<file path="src/rtl/key_event_detector_pkg.sv">
// key_event_pkg: FSM state encoding and default 50 MHz cycle counts for key_event_detector.
package key_event_pkg;
    typedef enum logic [2:0] {
        IDLE     = 3'd0,
        PRESSED  = 3'd1,
        WAIT_2ND = 3'd2,
        PRESSED2 = 3'd3,
        LONG     = 3'd4
    } state_t;
    localparam int LONG_CYCLES_DEF   = 50_000_000;
    localparam int DCLICK_CYCLES_DEF = 15_000_000;
    localparam int REPEAT_CYCLES_DEF = 10_000_000;
    function automatic int max3(input int a, input int b, input int c);
        return (a > b) ? ((a > c) ? a : c) : ((b > c) ? b : c);
    endfunction
endpackage

</file>
<file path="src/rtl/key_event_detector_timer.sv">
// event_timer: shared cycle counter with synchronous clear, enable and terminal-count compare.
module event_timer #(
    parameter int W = 8
) (
    input  logic         clk,
    input  logic         rst,
    input  logic         clr_i,
    input  logic         en_i,
    input  logic [W-1:0] tc_i,
    output logic         done_o
);
    logic [W-1:0] cnt_q;
    always_ff @(posedge clk) begin
        if (!rst || clr_i) cnt_q <= '0;
        else if (en_i)     cnt_q <= cnt_q + 1'b1;
    end
    assign done_o = cnt_q == tc_i;
endmodule

</file>
<file path="src/rtl/key_event_detector.sv">
// key_event_detector: turns the debounced key level into press/release/single/double/long pulses.
// Define KEY_EVENT_REPEAT_EN to enable periodic io_repeat pulses while in LONG.
module key_event_detector
    import key_event_pkg::*;
#(
    parameter int LONG_CYCLES   = LONG_CYCLES_DEF,
    parameter int DCLICK_CYCLES = DCLICK_CYCLES_DEF,
    parameter int REPEAT_CYCLES = REPEAT_CYCLES_DEF
) (
    input  logic clk,
    input  logic rst,
    input  logic io_key,
    output logic io_press,
    output logic io_release,
    output logic io_single,
    output logic io_double,
    output logic io_long,
    output logic io_repeat,
    output logic io_held
);
    localparam int W = $clog2(max3(LONG_CYCLES, DCLICK_CYCLES, REPEAT_CYCLES));
    state_t state_q, state_d;
    logic press_q, release_q, single_q, double_q, long_q, rep_q, held_q;
    logic press_d, release_d, single_d, double_d, long_d, rep_d;
    logic clr, en, done;
    logic [W-1:0] tc;
    always_comb begin
        tc = (state_q == WAIT_2ND) ? W'(DCLICK_CYCLES - 1)
           : (state_q == LONG)     ? W'(REPEAT_CYCLES - 1)
           :                         W'(LONG_CYCLES - 1);
    end
    // A key change always takes precedence over a timeout in the same cycle.
    always_comb begin
        state_d   = state_q;
        press_d   = 1'b0;
        release_d = 1'b0;
        single_d  = 1'b0;
        double_d  = 1'b0;
        long_d    = 1'b0;
        rep_d     = 1'b0;
        unique case (state_q)
            IDLE: if (!io_key) begin state_d = PRESSED; press_d = 1'b1; end
            PRESSED:
                if (io_key)    begin state_d = WAIT_2ND; release_d = 1'b1; end
                else if (done) begin state_d = LONG; long_d = 1'b1; end
            WAIT_2ND:
                if (!io_key)   begin state_d = PRESSED2; press_d = 1'b1; end
                else if (done) begin state_d = IDLE; single_d = 1'b1; end
            PRESSED2:
                if (io_key)    begin state_d = IDLE; release_d = 1'b1; double_d = 1'b1; end
                else if (done) begin state_d = LONG; long_d = 1'b1; end
            LONG:
`ifdef KEY_EVENT_REPEAT_EN
                if (io_key)    begin state_d = IDLE; release_d = 1'b1; end
                else if (done) rep_d = 1'b1;
`else
                if (io_key)    begin state_d = IDLE; release_d = 1'b1; end
`endif
            default: state_d = IDLE;
        endcase
    end
    assign clr = (state_d != state_q) || rep_d;
`ifdef KEY_EVENT_REPEAT_EN
    assign en = state_q != IDLE;
`else
    assign en = state_q != IDLE && state_q != LONG;
`endif
    event_timer #(.W(W)) u_timer (
        .clk    (clk),
        .rst    (rst),
        .clr_i  (clr),
        .en_i   (en),
        .tc_i   (tc),
        .done_o (done)
    );
    always_ff @(posedge clk) begin
        if (!rst) begin
            state_q   <= IDLE;
            press_q   <= 1'b0;
            release_q <= 1'b0;
            single_q  <= 1'b0;
            double_q  <= 1'b0;
            long_q    <= 1'b0;
            rep_q     <= 1'b0;
            held_q    <= 1'b0;
        end else begin
            state_q   <= state_d;
            press_q   <= press_d;
            release_q <= release_d;
            single_q  <= single_d;
            double_q  <= double_d;
            long_q    <= long_d;
            rep_q     <= rep_d;
            held_q    <= state_d == PRESSED || state_d == PRESSED2 || state_d == LONG;
        end
    end
    assign io_press   = press_q;
    assign io_release = release_q;
    assign io_single  = single_q;
    assign io_double  = double_q;
    assign io_long    = long_q;
    assign io_repeat  = rep_q;
    assign io_held    = held_q;
endmodule

</file>
<file path="config.mk">
export PLATFORM = sky130hd
export DESIGN_NAME = key_event_detector
export DESIGN_NICKNAME = d
export VERILOG_FILES = /design/src/rtl/key_event_detector_pkg.sv /design/src/rtl/key_event_detector_timer.sv /design/src/rtl/key_event_detector.sv
export SDC_FILE = /design/constraint.sdc
export NUM_CORES = 1
export LEC_CHECK = 0
export ABC_AREA = 1
export CORE_MARGIN = 2
export CORE_UTILIZATION = 59
export CTS_CLUSTER_SIZE = 12
export DETAILED_ROUTE_END_ITERATION = 16
export GPL_ROUTABILITY_DRIVEN = 1
export PLACE_DENSITY = 0.74
export RECOVER_POWER = 25
export SLEW_MARGIN = 20
export SYNTH_ARGS = -nofsm -noshare
export SYNTH_HDL_FRONTEND = slang
export SYNTH_SLANG_ARGS = --single-unit
</file>
<file path="constraint.sdc">
create_clock -name clk -period 2.3 [get_ports clk]
set_input_delay 0.345 -clock clk [delete_from_list [all_inputs] [get_ports clk]]
set_output_delay 0.345 -clock clk [all_outputs]
set_load 0.005 [all_outputs]
</file>
==> results.toml <==
[logic_synthesis]
ys_ff_latch = 35
avgSynthCellArea_um2 = 7.56
ys_dominant_reg_cell = "dfxtp_1"
seq_area_frac_synth = 0.343
async_flop_share = 0
syn_area_um2 = 2040
synthDistinctLibCells = 28
syn-num-nets = 274
synth_edf_count = 0
syn_inst = 270
yosysWarnings = 0

[die]
die_area_um2 = 3950
die_x_um = 62.8
pin_count = 10
core_um2 = 3340
start_util = 0.612
rows = 21
die_h_um = 62.8

[power]
p_total_uw = 1240
ir_drop_v = 0.000336
power.density_nw_per_um2 = 547
power_leakage_uw = 0.000805

[cells_and_area]
diodes = 0
fin_util = 0.681
fin_nets = 290
mostFrequentLayoutCell = "nand2_1"
drive_gt1_frac = 0.185
area_growth_pct = 11.4
mostFrequentLayoutCells = "56 x nand2_1, 39 x nor2_1, 34 x dfxtp_1"

[routing]
drc = 0
dr.pass1.iters = 4
wire_per_inst_um = 12.1
antenna_left = 0
wirelength_mm = 4.04
viasPerCell = 5.02
drt_iter0_drc = 116
via_count = 1670

[critical_path]
rr_endpoint = "u_timer.cnt_q[13]"
crit-reg2reg-launch = "state_q[0]"
crit_type = "flop to flop"
worstRegToRegCells = 16
critical_path_required_ps = 2550
arrival_ps = 2370
r2r_slack_ps = 180
cp_max_fo = 10
cp-start-kind = "flop"
endpoint_kind = "flop"

[timing]
finalCritPeriodShare = 0.920
setup_viol = 0
skew_ps = 10.7
final_max_slew_viol_count = 0
timing.hold.ws_ps = 543
rsz0062_at_grt = "no"
fmax_ghz = 0.473
final_hold_viol_count = 0
post-route-min-period_ps = 2120
fin_ws_ps = 184
tns_ps = 0

[grt]
grt_pass1_vias = 1619
grt_overflow = 0
grt_max_degree = 12
antenna_found_initial = 0
grt_usage = 0.228
grt_pass1_wl_mm = 7.04

[clock_tree]
htree_levels = 2
cts_root_buf = "clkbuf_4"
numCtsBuffers = 5
clock-sinks = 35
hold_buffers = 0
ctsResizeCount = 0
cts_tree = "yes"
cts.path.max_buffers = 2
clk_pin_slew_ps = 100
post_cts_buffers = 0
clock_latency_ps = 350

[worst_hold_path]
whs_endpoint = "io_press"
hp-class = "flop to flop"
min_path_cells = 1
hp-start = "state_q[2]"

[place]
pre_cts_ws_ps = 161
gp_congestion = 0.872
place_hpwl_mm = 3.08
portBuffers = 8

[run]
drv_cap = 0

[status]
outcome = "finished, final reports clean"
through the flow:
step,cell area [µm²],cells
detailed placement,2190,325
global route,2270,333
floorplan,2040,270
CTS,2270,333
finish,2270,333
global placement,2190,325
layer usage:
metal | part of all wire | GRT usage
met5 | 0 | 0
met4 | 0.024 | 0.0972
met3 | 0.047 | 0.0505
met2 | 0.47 | 0.384
met1 | 0.46 | 0.278
kinds of logic (layout without fill, tap and decap cells):
family                   after synthesis  count (layout)  share of synthesized area
XOR/XNOR                              23              23                     0.0987
adder cells (fa/ha/maj)                1               1                    0.00613
AO/OA/AOI/OAI                         10              10                     0.0282
AND/OR/NAND/NOR                      161             161                      0.425
other                                  1               1                    0.00184
multiplexers                           1               1                    0.00491
buffers and inverters                 38              55                     0.0914
flip-flops                            35              35                      0.343
power by group:
part / leakage (µW) / switching (µW) / internal (µW) / total, µW
Sequential: 0.000283 / 7.53 / 613 / 621
Clock: 0.0000482 / 215 / 257 / 472
Combinational: 0.000474 / 96.8 / 53.2 / 150
Total: 0.000805 / 320 / 923 / 1240
synthesized netlist by cell type (3+ instances only):
library cell  instances  area share
nand2_1              56        0.10
nor2_1               39       0.072
dfxtp_1              35        0.34
inv_1                31       0.057
nor2_4               21        0.12
xor2_1               18       0.077
nand3_1              11       0.027
nand4_1               7       0.021
nor3_1                7       0.017
nand2_2               6       0.018
a21oi_1               5       0.012
xnor2_1               5       0.021
nor2_2                4       0.012
nor4_1                4       0.012
buf_4                 3       0.011
flip-flops by register name, indices dropped and copies added (netlist names):
| register | count |
|---|---|
| io_release | 1 |
| io_single | 1 |
| io_long | 1 |
| io_held | 1 |
| u_timer.cnt_q | 26 |
| state_q | 3 |
| io_press | 1 |
| io_double | 1 |
worst max-delay path: stages (launching register included):
cell     delay [ps]
dfxtp_1         460
nor2_1          120
nand2_2         140
nand2_2          70
nand2_1          70
nand2_1          60
nor2_2          150
nand3_2         120
nand2_1          90
nand2_1          60
nand2_2          90
nand2_1          60
nand2_1          70
nand2_2          70
nand2_4         150
buf_12          180
nor2_1           50
cell type report:
cell class              instances  area (µm²)
clock buffers                   6        51.3
fillers                       306        1060
repair buffers                 14         150
clock inverters                 2        35.0
flip-flops and latches         35         702
multi-input cells             197        1150
inverters                      33         124
well taps                      46        57.6
worst max path at each step:
stage / to / start / cells past startpoint
finish: u_timer.cnt_q[13] / state_q[0] / 16
global route: u_timer.cnt_q[16] / state_q[0] / 14
CTS: u_timer.cnt_q[13] / state_q[2] / 16
detailed placement: u_timer.cnt_q[12] / state_q[2] / 16
global placement: u_timer.cnt_q[5] / state_q[2] / 16
floorplan: u_timer.cnt_q[2] / state_q[2] / 16
No activity file was read; power rests on OpenSTA's default activity.
